===== src/rtl/lif_pkg.sv =====
// rtl/lif_pkg.sv - LIF neuron array default constants and saturating add helper
package lif_pkg;

    localparam int LIF_N_NEURONS  = 2;
    localparam int LIF_IN_W       = 8;
    localparam int LIF_STATE_W    = 8;
    localparam int LIF_LEAK_SHIFT = 1;
    localparam int LIF_REFRAC     = 2;

    // Unsigned add clamped to 2^width-1; the 33-bit intermediate keeps the carry.
    function automatic logic [31:0] lif_sat_add(input logic [31:0] a,
                                                input logic [31:0] b,
                                                input int unsigned width);
        logic [32:0] sum;
        logic [32:0] max_val;
        sum     = {1'b0, a} + {1'b0, b};
        max_val = (33'd1 << width) - 33'd1;
        return (sum > max_val) ? max_val[31:0] : sum[31:0];
    endfunction

endpackage


===== src/rtl/lif_neuron_core.sv =====
// rtl/lif_neuron_core.sv - one leaky integrate-and-fire neuron (state, refractory counter, spike reg)
// Build option: LIF_SOFT_RESET_EN keeps the above-threshold residual on a spike.
module lif_neuron_core
    import lif_pkg::*;
#(
    parameter int IN_W       = LIF_IN_W,
    parameter int STATE_W    = LIF_STATE_W,
    parameter int LEAK_SHIFT = LIF_LEAK_SHIFT,
    parameter int REFRAC     = LIF_REFRAC
) (
    input  logic               clk,
    input  logic               rst,
    input  logic               ena,
    input  logic [IN_W-1:0]    current,
    input  logic [STATE_W-1:0] threshold,
    output logic               spike,
    output logic [STATE_W-1:0] state_next
);

    localparam int CNT_W = (REFRAC > 0) ? $clog2(REFRAC + 1) : 1;

    logic [STATE_W-1:0] state_q;
    logic [CNT_W-1:0]   cnt_q;
    logic [CNT_W-1:0]   cnt_d;
    logic               spike_d;
    logic [STATE_W-1:0] leaked;
    logic [31:0]        sat_sum;
    logic               fire;

    assign leaked  = state_q - (state_q >> LEAK_SHIFT);
    assign sat_sum = lif_sat_add(32'(leaked), 32'(current), STATE_W);
    assign fire    = (threshold != '0) && (sat_sum >= 32'(threshold));

    always_comb begin
        state_next = state_q;
        cnt_d      = cnt_q;
        spike_d    = spike;
        if (ena) begin
            if (cnt_q != '0) begin
                cnt_d   = cnt_q - CNT_W'(1);
                spike_d = 1'b0;
            end else if (fire) begin
                spike_d = 1'b1;
                cnt_d   = CNT_W'(REFRAC);
`ifdef LIF_SOFT_RESET_EN
                state_next = sat_sum[STATE_W-1:0] - threshold;
`else
                state_next = '0;
`endif
            end else begin
                spike_d    = 1'b0;
                state_next = sat_sum[STATE_W-1:0];
            end
        end
    end

    always_ff @(posedge clk) begin
        if (rst) begin
            state_q <= '0;
            cnt_q   <= '0;
            spike   <= 1'b0;
        end else begin
            state_q <= state_next;
            cnt_q   <= cnt_d;
            spike   <= spike_d;
        end
    end

endmodule


===== src/rtl/lif_neuron_array.sv =====
// rtl/lif_neuron_array.sv - array of N LIF neurons with shared threshold and selectable state readout
// Build option: LIF_SOFT_RESET_EN selects residual-keeping reset in every neuron.
module lif_neuron_array
    import lif_pkg::*;
#(
    parameter int  N_NEURONS  = LIF_N_NEURONS,
    parameter int  IN_W       = LIF_IN_W,
    parameter int  STATE_W    = LIF_STATE_W,
    parameter int  LEAK_SHIFT = LIF_LEAK_SHIFT,
    parameter int  REFRAC     = LIF_REFRAC,
    localparam int SEL_W      = (N_NEURONS > 1) ? $clog2(N_NEURONS) : 1
) (
    input  logic                      clk,
    input  logic                      rst,
    input  logic                      ena,
    input  logic [N_NEURONS*IN_W-1:0] current,
    input  logic [STATE_W-1:0]        threshold,
    input  logic [SEL_W-1:0]          state_sel,
    output logic [N_NEURONS-1:0]      spike_out,
    output logic [STATE_W-1:0]        state_out
);

    logic [STATE_W-1:0] state_next [N_NEURONS];
    logic [STATE_W-1:0] sel_state;

    for (genvar i = 0; i < N_NEURONS; i++) begin : g_neuron
        lif_neuron_core #(
            .IN_W       (IN_W),
            .STATE_W    (STATE_W),
            .LEAK_SHIFT (LEAK_SHIFT),
            .REFRAC     (REFRAC)
        ) u_core (
            .clk        (clk),
            .rst        (rst),
            .ena        (ena),
            .current    (current[i*IN_W +: IN_W]),
            .threshold  (threshold),
            .spike      (spike_out[i]),
            .state_next (state_next[i])
        );
    end

    // Readout taps the post-update value so state_out matches the state just written.
    always_comb begin
        sel_state = '0;
        for (int i = 0; i < N_NEURONS; i++) begin
            if (int'(state_sel) == i) sel_state = state_next[i];
        end
    end

    always_ff @(posedge clk) begin
        if (rst) state_out <= '0;
        else     state_out <= sel_state;
    end

endmodule

===== config.mk =====
export PLATFORM = sky130hd
export DESIGN_NAME = lif_neuron_array
export DESIGN_NICKNAME = d
export VERILOG_FILES = /design/src/rtl/lif_pkg.sv /design/src/rtl/lif_neuron_core.sv /design/src/rtl/lif_neuron_array.sv
export SDC_FILE = /design/constraint.sdc
export NUM_CORES = 1
export LEC_CHECK = 0
export ABC_CLOCK_PERIOD_IN_PS = 5100
export CAP_MARGIN = 5
export CORE_AREA = 2 2 76 78
export DETAILED_ROUTE_END_ITERATION = 10
export DIE_AREA = 0 0 78 80
export PLACE_DENSITY = 0.88
export SYNTH_ARGS = -nofsm -noshare
export SYNTH_HDL_FRONTEND = slang
export SYNTH_SLANG_ARGS = --single-unit
export TNS_END_PERCENT = 50

===== constraint.sdc =====
create_clock -name clk -period 5.1 [get_ports clk]
set_clock_uncertainty 0.2 [all_clocks]
set_input_delay 1.275 -clock clk [delete_from_list [all_inputs] [get_ports clk]]
set_output_delay 1.275 -clock clk [all_outputs]
set_load 0.02 [all_outputs]

# Word-level counts from Yosys, hierarchy flattened
# Cells that the tools add are included.
[totals]
wordCells = 43
ff_bits = 30
input_bits = 28
output_inout_bits = 10
[classes]
n_reduce_logical = 9
n_mux = 17
magnitude_cmp = 4
addsub = 6
[op_table]
columns = ["cell", "count"]
rows = [
  ["greater-than comparator 33 x 8 -> 1 bit, second input constant", 2],
  ["greater-or-equal comparator 32 x 8 -> 1 bit", 2],
  ["2-to-1 mux 32 bit", 2],
  ["2-to-1 mux 8 bit", 7],
  ["adder 8 x 8 -> 9 bit", 2],
  ["subtractor 8 x 7 -> 8 bit", 2],
  ["2-to-1 mux 2 bit", 4],
  ["nonzero test 2 bit", 4],
  ["nonzero test 8 bit", 1],
  ["2-to-1 mux 1 bit", 4],
  ["AND reduction 2 bit", 2],
  ["subtractor 2 x 1 -> 2 bit, second input constant", 2],
  ["logical AND 1 bit", 2],
]

# Longest topological paths before layout
[depth]
ltp_word = 10
mapped_depth = 21
depth_no_buf = 21

# Modules after synthesis
# A second synthesis with hierarchy kept.
[unflattened]
hier_cells = 402
area_unflattened_um2 = 3233.1
[modules_own_cells]
columns = ["module", "seq_area_each_um2", "cells_each", "instances", "area_each_um2"]
rows = [
  ["lif_neuron_core", 220.2, 188, 2, 1473.9],
  ["lif_neuron_array", 160.2, 26, 1, 285.3],
]

# Least setup slack after synthesis
# OpenSTA, ideal clock, no wires.
[synth_path]
path_kind = "reg2reg"
startpoint = "register g_neuron[0].u_core.state_q[2]"
endpoint = "register state_out[5]"
required_time_ps = 4809
synth_period_minus_slack_ps = 4386
setup_time_ps = 91
path_stages_with_launch = 22
t_arrival_ps = 4095
n_path_buf = 0
setup_slack_ps = 714
cell_sequence = "dfxtp_1 -> inv_1 -> ha_1 -> nor2b_1 -> o21ai_0 -> a21boi_0 -> o21ai_0 -> nor2b_1 -> xnor2_1 -> ha_1 -> inv_1 -> o21bai_2 -> o41ai_1 -> a311o_2 -> or2_2 -> ha_1 -> a211oi_1 -> and3_1 -> o21ai_1 -> a21oi_2 -> a221oi_2 -> a311oi_1"
[synth_via]
elab_chain_cells = 10
[synth_lines]
columns = ["item", "line_no", "rtl"]
rows = [
  ["start: declaration", "lif_neuron_core.sv:22", "logic [STATE_W-1:0] state_q;"],
  ["start signal: assignment", "lif_neuron_core.sv:63", "state_q <= state_next;"],
  ["subtractor 8 x 7 -> 8 bit (*)", "lif_neuron_core.sv:30", "assign leaked = state_q - (state_q >> LEAK_SHIFT);"],
  ["adder 8 x 8 -> 9 bit (*)", "lif_pkg.sv:16", "sum = {1'b0, a} + {1'b0, b};"],
  ["greater-than comparator 33 x 8 -> 1 bit", "lif_pkg.sv:18", "return (sum > max_val) ? max_val[31:0] : sum[31:0];"],
  ["2-to-1 mux 32 bit (*)", "lif_pkg.sv:18", ""],
  ["greater-or-equal comparator 32 x 8 -> 1 bit", "lif_neuron_core.sv:32", "assign fire = (threshold != '0) && (sat_sum >= 32'(threshold));"],
  ["logical AND 1 bit", "lif_neuron_core.sv:32", ""],
  ["2-to-1 mux 8 bit (*)", "lif_neuron_core.sv:42", "end else if (fire) begin"],
  ["2-to-1 mux 8 bit (*)", "lif_neuron_core.sv:39", "if (cnt_q != '0) begin"],
  ["2-to-1 mux 8 bit (*)", "lif_neuron_core.sv:38", "if (ena) begin"],
  ["2-to-1 mux 8 bit (*)", "lif_neuron_array.sv:47", "if (int'(state_sel) == i) sel_state = state_next[i];"],
  ["end signal: assignment", "lif_neuron_array.sv:53", "else state_out <= sel_state;"],
  ["end: declaration", "lif_neuron_array.sv:20", "output logic [STATE_W-1:0] state_out"],
]
# Mark *: on every way between the ends. The rest lies on a longest branch, timed or not.
# A chain may end at the register's enable or synchronous reset.

# Worst setup path after layout
[layout_path]
startpoint = "register g_neuron[0].u_core.state_q[2]"
endpoint = "register state_out[1]"
# Same word-level chain as after synthesis.

==> out/results.ini <==
[status]
status=completed

[floorplan]
coreArea_sq_um=5405
die_w_um=78
die_h_um=80
io-pin-count=38
initial_core_util_pct=53.94
fp-row-count=27
die-area_sq_um=6240

[clock_tree]
cts_buffer_depth=2
numCtsBuffers=5
cts.sinks=30
clkSlewWorstSetupHoldPaths_ps=60
tritoncts=done
clock_latency_ps=290
h-tree-depth=2
cts_root_buffer=clkbuf_8

[detailed_routing]
wl_met3_um=271
highest_layer=met4
via_count=2703
wl_per_cell_um=14.36
viasPerCell=5.800
drtPass1Iterations=4
drt_iter0_markers=116
ant_nets=0
wl_met1_mm=2.806
routed_wl_mm=6.690
route.met2.wl_mm=3.398
drc_errors=0

[setup_path]
cp_slowest_cell=dfxtp_2
rr_worst_depth=21
worstSetupPathType=flip-flop to flip-flop
path_buf_inv=2
r2r_setup_slack_ps=330
cp_num_cells=21
worstPathMaxFanout=8
critPathTopFamily=compound AO/OA/AOI/OAI gates
cp_data_required_time_ps=5110
crit_end=state_out[1]
r2r_start=g_neuron[0].u_core.state_q[2]
arrival_ps=4780
path_cells=inv_1 > ha_1 > nor2b_1 > o21ai_1 > a21boi_0 > o21ai_1 > nor2b_1 > xnor2_1 > ha_1 > inv_1 > o21bai_4 > o41ai_1 > a311o_2 > or2_2 > ha_1 > a211oi_1 > and3_1 > o21ai_1 > a21oi_4 > a22oi_1 > o22ai_1
cp-startpoint=g_neuron[0].u_core.state_q[2]
worstSetupStartpointType=flip-flop
crit_path_end_kind=flip-flop
cp_slowest_stage_delay_ps=370
r2r-end=state_out[1]

[yosys]
synth_seq_cells=30
synth_edf_count=0
synth_area_sq_um=2915
avgSynthCellArea_sq_um=8.259
synthArstFlopShare_pct=0
syn_nets=435
synth_seq_area_share_pct=20.60
ys_types=57
synth-main-ff-cell=dfxtp_1
syn-instance-count=353
ys.warnings.count=0

[place]
placedInstanceArea_sq_um=3361
io_buffers=37
hpwl_mm=5.393
gp_congestion=0.9077

[timing]
setup_tns_ps=0
max_freq_ghz=0.2096
fin_crit_sh_pct=93.55
hold_viol=0
layout_min_cycle_time_ps=4771
slew_headroom_pct=40.90
rsz0062_at_grt=false
setup_viol=0
tightest_slew_ps=883.8
drv_slew=0

[grt]
grt_max_degree=26
grt_use_total_pct=22.56
antenna_found_initial=0
grt_pass1_vias=2637
overflow=0
grt_first_pass_wirelength_mm=11.27

[flow_run]
maxCapViolCount=0

[finish]
final_nets=475
finish.instance_area_sq_um=3476
drive_above_1_share_pct=8.629
antennaDiodeCount=0
areaGrowthSynthToFinish_pct=19.23

[hold_path]
min_path_type=flip-flop to flip-flop

[through the flow]
stage	std cells	hold slack (ps)	setup slack (ps)	utilization [%]
2_1_floorplan	353	250.4	713.9	-
3_3_place_gp	457	260.7	223.6	62.18
3_5_place_dp	457	265.2	52.48	62.18
6_report	466	273.5	328.7	64.31
5_1_grt	466	321.0	27.16	64.31
4_1_cts	465	275.7	28.87	63.87
[worst register-to-register path: stages, from the launching register on]
cell	delay [ps]
dfxtp_2	370
inv_1	50
ha_1	260
nor2b_1	120
o21ai_1	160
a21boi_0	140
o21ai_1	260
nor2b_1	200
xnor2_1	80
ha_1	360
inv_1	150
o21bai_4	230
o41ai_1	100
a311o_2	370
or2_2	280
ha_1	200
a211oi_1	200
and3_1	170
o21ai_1	150
a21oi_4	300
a22oi_1	150
o22ai_1	210
[layout make-up]
| cell class | instances | area (sq um) |
|---|---|---|
| Multi-Input combinational cell | 268 | 2116 |
| Fill cell | 450 | 1929 |
| Sequential cell | 30 | 601.8 |
| Timing Repair Buffer | 41 | 400.4 |
| Inverter | 47 | 176.4 |
| Tap cell | 72 | 90.09 |
| Clock buffer | 7 | 86.33 |
| Clock inverter | 1 | 5.005 |
[state kept, by name, indices dropped and copies added, names as in the netlist]
signal                   flops
g_neuron.u_core.state_q     16
g_neuron.u_core.cnt_q        4
state_out                    8
g_neuron.u_core.spike        2
[synth_stat cells (3+ instances only)]
master | n | area, sq um
a211oi_1 | 3 | 22.52
a21boi_0 | 3 | 22.52
a21o_1 | 6 | 45.04
a21oi_1 | 23 | 115.1
a21oi_2 | 3 | 26.28
a22oi_1 | 13 | 97.59
a311oi_1 | 3 | 26.28
and3_1 | 3 | 18.77
clkbuf_1 | 4 | 15.01
dfxtp_1 | 30 | 600.6
fa_1 | 4 | 80.08
ha_1 | 50 | 625.6
inv_1 | 47 | 176.4
nand2_1 | 10 | 37.54
nand2b_1 | 8 | 50.05
nand3_1 | 13 | 65.06
nand3b_1 | 3 | 22.52
nand4_1 | 6 | 37.54
nor2_1 | 25 | 93.84
nor2b_1 | 5 | 31.28
nor3_1 | 6 | 30.03
nor4_1 | 3 | 18.77
o21a_1 | 4 | 30.03
o21ai_0 | 8 | 40.04
o21ai_1 | 4 | 20.02
o21bai_1 | 6 | 45.04
o22ai_1 | 6 | 37.54
or2_2 | 5 | 31.28
xnor2_1 | 13 | 113.9
[layer usage]
layer	track usage, %	vias to the layer above
met5	0	-
met4	12.28	0
met3	3.620	19
met2	40.95	68
met1	25.16	1252
li1	-	1364
[cells in the final DEF (no fill, tap or decap), types with 3 or more instances in the layout]
master / count
a211oi_1: 3
a21boi_0: 3
a21o_1: 6
a21oi_1: 23
a22oi_1: 13
a311oi_1: 3
and3_1: 3
buf_4: 4
clkbuf_8: 6
clkdlybuf4s50_1: 37
dfxtp_1: 29
fa_1: 4
ha_1: 50
inv_1: 47
nand2_1: 10
nand2b_1: 8
nand3_1: 13
nand3b_1: 3
nand4_1: 6
nor2_1: 25
nor2b_1: 5
nor3_1: 6
nor4_1: 3
o21a_1: 4
o21ai_0: 4
o21ai_1: 8
o21bai_1: 6
o22ai_1: 6
or2_2: 5
xnor2_1: 13
[kinds of logic (layout without fill, tap and decap cells)]
logic type	count (synthesis)	count (layout)	synth area share [%]
compound gates	104	104	26.05
simple gates	93	93	16.52
buf+inv	55	96	7.339
fa+ha+maj	54	54	24.21
flops	30	30	20.60
xor+xnor	15	15	4.507
mux	2	2	0.7725
[worst min-delay path by stage]
stage,from,to,slack (ps),cells past startpoint
6_report,g_neuron[0].u_core.spike,g_neuron[0].u_core.spike,270,2
5_1_grt,g_neuron[0].u_core.spike,g_neuron[0].u_core.spike,320,2
4_1_cts,g_neuron[0].u_core.spike,g_neuron[0].u_core.spike,280,2
3_5_place_dp,g_neuron[0].u_core.spike,g_neuron[0].u_core.spike,270,2
3_3_place_gp,g_neuron[1].u_core.spike,g_neuron[1].u_core.spike,260,2
2_1_floorplan,g_neuron[0].u_core.spike,g_neuron[0].u_core.spike,250,2
[timing repair]
action | CTS | global route
endpoints found under the setup margin | 0 | 27
hold buffers | 0 | 0
gates resized for setup | 0 | 7
buffers inserted | 0 | 1
Power is left out: the tool's default activity adds up to more than one toggle a clock period on the data nets, which glitch-free logic cannot reach.
